## src/rtl/fifo_read_ctrl.sv

```systemverilog
// Read-side controller for an async FIFO: read pointers, empty/level flags, rvalid/rready data handshake.
// Latency: a memory word is presented one rclk after its read strobe; flags track rq2_wptr one cycle later.
// Backpressure: while rvalid && !rready no new read issues, so the memory output register holds the word.
//
// Ports:
//   rclk, rrst_n   read clock, asynchronous active-low reset
//   rq2_wptr       Gray write pointer, already synchronized into rclk
//   rready         consumer accepts the word currently on memory rdata
//   rclk_en, raddr read strobe and address to the memory
//   rptr           registered Gray read pointer for the write-domain synchronizer
//   rempty         FIFO empty (also gates the memory read port)
//   rvalid         memory rdata holds an unconsumed word
//   raempty        fill level at or below AEMPTY_THRESH
//   rlevel         words in memory not yet fetched (0..DEPTH)
module fifo_read_ctrl #(
    parameter int ADDR_SIZE     = 4,
    parameter int AEMPTY_THRESH = 2
) (
    input  logic                 rclk,
    input  logic                 rrst_n,
    input  logic [ADDR_SIZE:0]   rq2_wptr,
    input  logic                 rready,
    output logic                 rclk_en,
    output logic [ADDR_SIZE-1:0] raddr,
    output logic [ADDR_SIZE:0]   rptr,
    output logic                 rempty,
    output logic                 rvalid,
    output logic                 raempty,
    output logic [ADDR_SIZE:0]   rlevel
);
    localparam int PW = ADDR_SIZE + 1;
    localparam logic [PW-1:0] THRESH = PW'(AEMPTY_THRESH);

    logic [PW-1:0] rbin;
    logic [PW-1:0] rbin_next;
    logic [PW-1:0] rgray_next;
    logic [PW-1:0] wbin;
    logic [PW-1:0] level_next;

    // A read may issue only when data exists and the output slot is free
    // or being freed this cycle; this keeps a held word from being overwritten.
    assign rclk_en    = !rempty && (!rvalid || rready);
    assign raddr      = rbin[ADDR_SIZE-1:0];
    assign rbin_next  = rbin + PW'(rclk_en);
    assign rgray_next = (rbin_next >> 1) ^ rbin_next;

    // Gray-to-binary: each binary bit is the XOR of all Gray bits at or above it.
    always_comb begin
        wbin = '0;
        for (int i = 0; i < PW; i++) begin
            wbin[i] = ^(rq2_wptr >> i);
        end
    end

    // Modulo arithmetic on the extra wrap bit gives 0..DEPTH for any pointer jump.
    assign level_next = wbin - rbin_next;

    always_ff @(posedge rclk or negedge rrst_n) begin
        if (!rrst_n) begin
            rbin    <= '0;
            rptr    <= '0;
            rempty  <= 1'b1;
            rvalid  <= 1'b0;
            rlevel  <= '0;
            raempty <= 1'b1;
        end else begin
            rbin    <= rbin_next;
            rptr    <= rgray_next;
            // Compare against the post-increment pointer so empty rises on the
            // same edge that issues the last word.
            rempty  <= (rgray_next == rq2_wptr);
            if (rclk_en) begin
                rvalid <= 1'b1;
            end else if (rready) begin
                rvalid <= 1'b0;
            end
            rlevel  <= level_next;
            raempty <= (level_next <= THRESH);
        end
    end
endmodule

```

## config.mk

```make
export PLATFORM = sky130hd
export DESIGN_NAME = fifo_read_ctrl
export DESIGN_NICKNAME = d
export VERILOG_FILES = /design/src/rtl/fifo_read_ctrl.sv
export SDC_FILE = /design/constraint.sdc
export NUM_CORES = 1
export LEC_CHECK = 0
export CORE_MARGIN = 4
export CORE_UTILIZATION = 51
export CTS_CLUSTER_DIAMETER = 30
export CTS_CLUSTER_SIZE = 25
export DETAILED_ROUTE_END_ITERATION = 12
export PLACE_DENSITY_LB_ADDON = 0.2
export SLEW_MARGIN = 20
export SYNTH_ARGS = -nofsm -noshare
export SYNTH_HDL_FRONTEND = slang
export SYNTH_SLANG_ARGS = --single-unit
```

## constraint.sdc

```tcl
create_clock -name rclk -period 6.85 [get_ports rclk]
set_clock_uncertainty 0.2 [all_clocks]
set_input_delay 1.37 -clock rclk [delete_from_list [all_inputs] [get_ports rclk]]
set_output_delay 1.37 -clock rclk [all_outputs]
set_load 0.1 [all_outputs]
```

* After elaboration in Yosys (flattened, before gate mapping)
Cells that the tools add are included.
** Storage, ports and cells
- Bits in registers :: 18
** Operators by class
- Add/subtract/negate cells :: 2
- $lt $le $gt $ge :: 1
- Equal/unequal tests :: 1
- Multiplexer cells :: 2
- Bitwise gates (word level) :: 1
- Reduce and logical (&&, ||, !) cells :: 10
** Operators with widths (count)
- $reduce_xor A5 Y1 :: 5
- $add A5 B1 Y5 :: 1
- $eq A5 B5 Y1 :: 1
- $le A5 B2 Y1 const B :: 1
- $sub A5 B5 Y5 :: 1
- $xor A4 B5 Y5 :: 1
- $logic_not A1 Y1 :: 2
- $mux W1 :: 2
- $reduce_bool A2 Y1 :: 1
- $logic_and A1 B1 Y1 :: 1
- $logic_or A1 B1 Y1 :: 1

* Depth between registers and ports, before layout
Gate-level depths: netlist of the first run.
- Depth in word-level cells :: 6
- Depth in mapped cells :: 12

* Worst setup path before layout of the first run
OpenSTA, ideal clock, no wires.
- Path kind :: input port to flip-flop
- Start point :: input rready
- End point :: register raempty
- Arrival :: 4.899 ns
- Data required time :: 6.575 ns
- Slack :: 1.675 ns
- Cell stages on the path :: 12
- Path buffers :: 0
- Path through :: inv_1 -> a21oi_1 -> ha_1 -> ha_1 -> xor2_2 -> inv_1 -> ha_1 -> a21boi_0 -> inv_1 -> a221oi_2 -> o2111ai_1 -> nor3_2
** Between the ends
- Word-level cells in the longest chain between the ends :: 5
** RTL lines
- start, declared :: line 22 : input logic rready,
- $logic_or A1 B1 Y1 :: line 42 : assign rclk_en = !rempty && (!rvalid || rready);
- $logic_and A1 B1 Y1 :: line 42
- named net rclk_en :: line 23 : output logic rclk_en,
- $add A5 B1 Y5 :: line 44 : assign rbin_next = rbin + PW'(rclk_en);
- named net rbin_next[2] :: line 35 : logic [PW-1:0] rbin_next;
- $sub A5 B5 Y5 :: line 56 : assign level_next = wbin - rbin_next;
- $le A5 B2 Y1 :: line 78 : raempty <= (level_next <= THRESH);
- end signal, assigned :: line 78
- end, declared :: line 28 : output logic raempty,
The timed path passes the listed nets, and every way through them passes these cells.
A chain may end at the register's enable or synchronous reset.

* Final worst setup path of the first run
- Start point :: input rready
- End point :: output rclk_en
** Between the ends
- Word-level cells in the longest chain between the ends :: 2
** RTL lines (line)
- $logic_or A1 B1 Y1 :: 42
- $logic_and A1 B1 Y1 :: 42
- end, declared :: 23
Every way passes these cells.

==> summary.md, run 1 <==
| Metric | Value |
|---|---|
| Run status | finished clean |
| Crit path buffers/inverters | 3 |
| Die ar. | 2758 µm² |
| Minimum clock period | 4.787 ns |
| Syn Std Cell Area | 1011 µm² |
| Synthesized area per cell | 11.89 µm² |
| IO Port Bufs | 25 |
| Rows | 15 |
| Hold Crit Class | register to register |
| RSZ-0062 raised after global routing | false |
| Root Buffer | clkbuf_4 |
| Yosys top cell by area | dfrtp_1 |
| CTS Hold Buffers Added | 0 |
| Initial core utilization | 56.11% |
| DRC viols | 0 |
| Initial DRC count | 13 |
| Register Area | 427.9 µm² |
| Total grt overflow | 0 |
| Gpl congestion | 0.8458 |
| Synth cell types | 36 |
| H-tree depth | 1 |
| Achievable Freq | 208.9 MHz |
| Cell family with the largest share of critical-path delay | buffers and inverters |
| Synth top area share | 37.13% |
| Critical path arrival | 3.22 ns |
| Seq/Total Area, Yosys | 42.33% |
| CTS Sinks | 17 |
| EDFF count, synth | 0 |
| Final slew viol count | 0 |
| Design Area, Final | 1305 µm² |
| Initial antenna violation count | 0 |
| Worst-Skew Late Latency | 0.28 ns |
| Syn_nets | 98 |
| Slew HR | 34.88% |
| Critical path class | input pin to primary output |
| HPWL Detailed | 1585 µm |
| Routed WL | 1910 µm |
| Clock slew at reported path FFs | 0.09 ns |
| Number of synthesized register bits | 17 |
| Via density | 5.304 |
| CTS tree | yes |
| Final setup fails | 0 |
| Global-route wire length before repair | 3111 µm |
| Maximum fanout along the worst path | 2 |
| Slowest CP cell | clkdlybuf4s50_1 |
| Post-Syn Instances | 85 |
| Fillers | 141 |
| Final nets | 127 |
| Largest cells by area after synthesis | dfrtp_1 (37%), xor2_1 (8.7%), ha_1 (6.2%) |
| Vias | 732 |
| Layout cell share with drive strength beyond 1 | 13.27% |
| Async SR Flop Fraction | 100.0% |
| CTS resizes | 0 |
| ANT nets after route | 0 |
| Prevailing post-synth register cell | dfrtp_1 |
| Post-CTS Setup Bufs | 0 |
| Max incr delay on CP | 1.17 ns |
| Vias in the first global route | 693 |
| Footprint of the multi-input gates | 535.5 µm² |
| Final period utilization | 69.89% |
| Die X | 52.52 µm |
| Worst-margin pin slew | 0.9737 ns |
| Crit path capture type | primary output |
| TritonCTS Buffers | 3 |
| Core area | 1802 µm² |
| Drt pass-1 iters | 4 |
| Routed wire per std cell | 13.84 µm |
| I/O pin total | 26 |
| Sum Neg Setup Slack | 0 ns |
| Most common cell on crit path | clkdlybuf4s50_1 |
| Ys Warns | 0 |
| Worst EP required | 5.28 ns |
| Max cap viols | 0 |
| Final hold vios | 0 |
| # diodes | 0 |
| Critical Path Source Type | input pin |
| Critical path cell sequence | clkdlybuf4s50_1, inv_1, a21oi_1, clkdlybuf4s50_1 |
| Clock buffer depth | 2 |
| Pin count of the biggest net entering global routing | 18 |
| GRT Resource Usage Total | 15.83% |
| Dpl cell area | 1279 µm² |
| Layout area overhead | 29.08% |
| Die Y | 52.52 µm |
==> per-layer routing <==
metal | global-route usage (%) | vias up | share of wire (%)
met3 | 2.849 | 4 | 3.8
met4 | 8.936 | 0 | 2.0
met1 | 18.94 | 357 | 43
met2 | 26.45 | 24 | 52
li1 | - | 347 | -
met5 | 0 | - | 0
==> stage by stage <==
stage / util (%) / setup WS, ns / cells / hold slack [ns]
floorplan: - / 1.675 / 85 / 0.4930
global placement: 70.97 / 2.096 / 134 / 0.2661
detailed placement: 70.97 / 2.043 / 134 / 0.2733
CTS: 72.43 / 2.043 / 138 / 0.2973
global route: 72.43 / 1.991 / 138 / 0.3120
finish: 72.43 / 2.063 / 138 / 0.2869
==> flip-flops by register name, summed over array words and instances, names as in the netlist <==
signal,flops
rbin,5
rlevel,5
rptr,4
raempty,1
rempty,1
rvalid,1
==> placed cells by master, fill, tap and decap left out, types with 2 or more instances in the layout <==
cell | synthesis | routed
inv_1 | 9 | 9
nand3_1 | 2 | 2
clkbuf_4 | 0 | 3
nand2_1 | 4 | 4
nor3b_1 | 2 | 2
a21oi_1 | 2 | 2
xor2_1 | 10 | 10
dfrtp_1 | 15 | 15
ha_1 | 5 | 5
xor2_2 | 2 | 2
clkdlybuf4s50_1 | 0 | 25
xnor2_1 | 4 | 4
dfstp_2 | 2 | 2
nor2_1 | 4 | 4
==> kinds of logic after synthesis <==
kind of cell    Yosys count  share of synthesized area [%]
xor+xnor                 20                          24.26
simple gates             19                          11.02
flops                    17                          42.33
compound gates           14                          11.51
buf+inv                  10                          4.702
fa+ha+maj                 5                          6.188
==> worst paths after layout <==
path / start / end / slack (ns) / depth (start not counted)
min in group asynchronous: rrst_n / rptr[2] / 1.31 / 1
worst max register to register: rempty / raempty / 3.84 / 11
max in group asynchronous: rrst_n / rlevel[1] / 4.69 / 1
worst min-delay path: rempty / rvalid / 0.29 / 1
worst max-delay path: rready / rclk_en / 2.06 / 4
worst min register to register: rempty / rvalid / 0.29 / 1
==> synthesized netlist by cell type, types with 2 or more instances <==
library cell,instances
nand2_1,4
dfstp_2,2
nor3b_1,2
dfrtp_1,15
ha_1,5
xnor2_1,4
xor2_2,2
inv_1,9
nand3_1,2
a21oi_1,2
xor2_1,10
nor2_1,4
==> layout make-up <==
| type | count | area share (%) |
|---|---|---|
| well taps | 25 | 2.397 |
| multi-input cells | 58 | 41.04 |
| clock buffers | 4 | 2.013 |
| flip-flops and latches | 17 | 32.79 |
| repair buffers | 25 | 19.18 |
| inverters | 9 | 2.589 |
Power of run 1 is not shown: default switching activity piles up to over one toggle a cycle in this logic, so the estimate is an artifact.
==> run 2, diff against run 1 <==
Settings changed: CORE_UTILIZATION 51 to 47.
Clock period 6.85 ns to 4.6 ns, I/O delays scaled along.
==> run 2 against run 1 <==
Effect of this change:
- first-iteration DRC count fell by 38%
- critical endpoint is now raempty
- global-route usage fell by 0.33 points
- flip-flop and latch count did not move
- die area rose by 7.2%
- register-to-register slack got worse by 2.3 ns
- utilization fell by 7.1 points
- design area rose by 0.29%
- count of clock-buffer cells in the layout did not move
- cell count rose by 1.4%
==> summary.md, run 2 (same netlist as run 1, synthesis figures left out) <==
| Metric | Value |
|---|---|
| RSZ-0062 raised after global routing | false |
| Root Buffer | clkbuf_4 |
| CTS resizes | 0 (unchanged) |
| CTS Hold Buffers Added | 0 (unchanged) |
| Layout cell share with drive strength beyond 1 | 15.04% (+1.8 points) |
| TritonCTS Buffers | 3 (unchanged) |
| Final setup fails | 0 (unchanged) |
| Slew HR | 34.35% (-0.54 points) |
| Final period utilization | 81.12% |
| Post-Place Worst Slack | 0.5503 ns (-1.493 ns) |
| Fillers | 164 (+16%) |
| Worst-Skew Late Latency | 0.29 ns (about the same) |
| Final nets | 127 (unchanged) |
| Dpl cell area | 1282 µm² (+0.29%) |
| Critical Path Source Type | input pin |
| IO Port Bufs | 25 (unchanged) |
| Critical path arrival | 3.76 ns (+0.54 ns) |
| Vias | 736 (+0.55%) |
| Drt pass-1 iters | 4 (unchanged) |
| Routed wire per std cell | 13.70 µm (-1.0%) |
| Most common cell after layout, fill and taps aside | clkdlybuf4s50_1 |
| Die Y | 54.38 µm (+3.5%) |
| Vias in the first global route | 742 (+7.1%) |
| Critical path class | input pin to register |
| Die ar. | 2957 µm² (+7.2%) |
| Core area | 2002 µm² (+11%) |
| Via density | 5.257 (-0.89%) |
| I/O pin total | 26 (unchanged) |
| Design Area, Final | 1309 µm² (+0.29%) |
| Final hold vios | 0 (unchanged) |
| Clock slew at reported path FFs | 0.10 ns (about the same) |
| Post-CTS Setup Bufs | 0 (unchanged) |
| GRT Resource Usage Total | 15.50% (-0.33 points) |
| Die X | 54.38 µm (+3.5%) |
| Gpl congestion | 0.7781 (-8.0%) |
| Max cap viols | 0 (unchanged) |
| CTS tree | yes |
| Total grt overflow | 0 (unchanged) |
| Footprint of the multi-input gates | 539.3 µm² (+0.70%) |
| Largest regs | rbin x5, rlevel x5, rptr x4 |
| Most frequent cells in the layout | clkdlybuf4s50_1 (24), dfrtp_1 (15), xor2_1 (10), inv_1 (9), ha_1 (5) |
| Global-route wire length before repair | 3153 µm (+1.4%) |
| HPWL Detailed | 1580 µm (-0.35%) |
| Initial antenna violation count | 0 (unchanged) |
| # diodes | 0 (unchanged) |
| DRC viols | 0 (unchanged) |
| Final slew viol count | 0 (unchanged) |
| CTS Sinks | 17 (unchanged) |
| Pin count of the biggest net entering global routing | 18 (unchanged) |
| H-tree depth | 1 (unchanged) |
| Maximum fanout along the worst path | 5 (+3) |
| Run status | finished clean |
| Hold Crit Class | register to register |
| Register Area | 427.9 µm² (unchanged) |
| Final setup margin | 0.8684 ns (-1.194 ns) |
| ANT nets after route | 0 (unchanged) |
| Worst EP required | 4.63 ns (-0.65 ns) |
| Sum Neg Setup Slack | 0 ns (unchanged) |
| Achievable Freq | 268.0 MHz |
| Initial core utilization | 50.50% (-5.6 points) |
| Crit path capture type | register |
| Minimum clock period | 3.732 ns |
| Routed WL | 1918 µm (+0.42%) |
| Clock buffer depth | 2 (unchanged) |
| Final Util | 65.38% (-7.1 points) |
| Rows | 16 (+1) |
| Initial DRC count | 8 (-5) |
| Worst-margin pin slew | 0.9817 ns (+0.008010 ns) |
| Layout area overhead | 29.46% |
[run 2: cell types whose count changed in the layout (fill, tap and decap cells not counted), sizes merged]
cell           delta
buf               +1
clkdlybuf4s50     -1
[run 2: final cells by class]
type	count	share of cell area [%]
clock buffer	4	2.008
inverter	9	2.581
multi-input combinational	58	41.20
sequential	17	32.70
tap	27	2.581
timing repair buffer	25	18.93
[run 2: final timing paths]
| path | startpoint | end | slack, ns | depth (start not counted) |
|---|---|---|---|---|
| min | rempty | rvalid | 0.29 | 1 |
| max reg2reg | rempty | raempty | 1.57 | 11 |
| min reg2reg | rempty | rvalid | 0.29 | 1 |
| max in group asynchronous | rrst_n | rbin[4] | 2.87 | 1 |
| min in group asynchronous | rrst_n | rbin[0] | 0.87 | 1 |
| max | rready | raempty | 0.87 | 13 |
[run 2: worst max-delay path, stage by stage]
cell	delay, ns
clkdlybuf4s50_1	0.47
inv_1	0.05
a21oi_2	0.15
ha_1	0.24
ha_1	0.23
xor2_2	0.32
inv_1	0.13
ha_1	0.29
a21boi_0	0.23
inv_1	0.11
a221oi_2	0.28
o2111ai_1	0.21
nor3_2	0.13
[run 2: stage by stage]
step	cells	hold WS, ns
detailed placement	136	0.2628
global placement	136	0.2639
floorplan	85	0.4244
finish	140	0.2866
global route	140	0.3131
CTS	140	0.2857
[run 2: per-layer routing]
metal	wire, µm	track usage, %	up-vias
met1	771	16.95	363
met5	0	0	-
met2	967	26.49	21
li1	-	-	348
met4	47	11.62	0
met3	131	2.725	4
Power of run 2 is left out for the same reason.
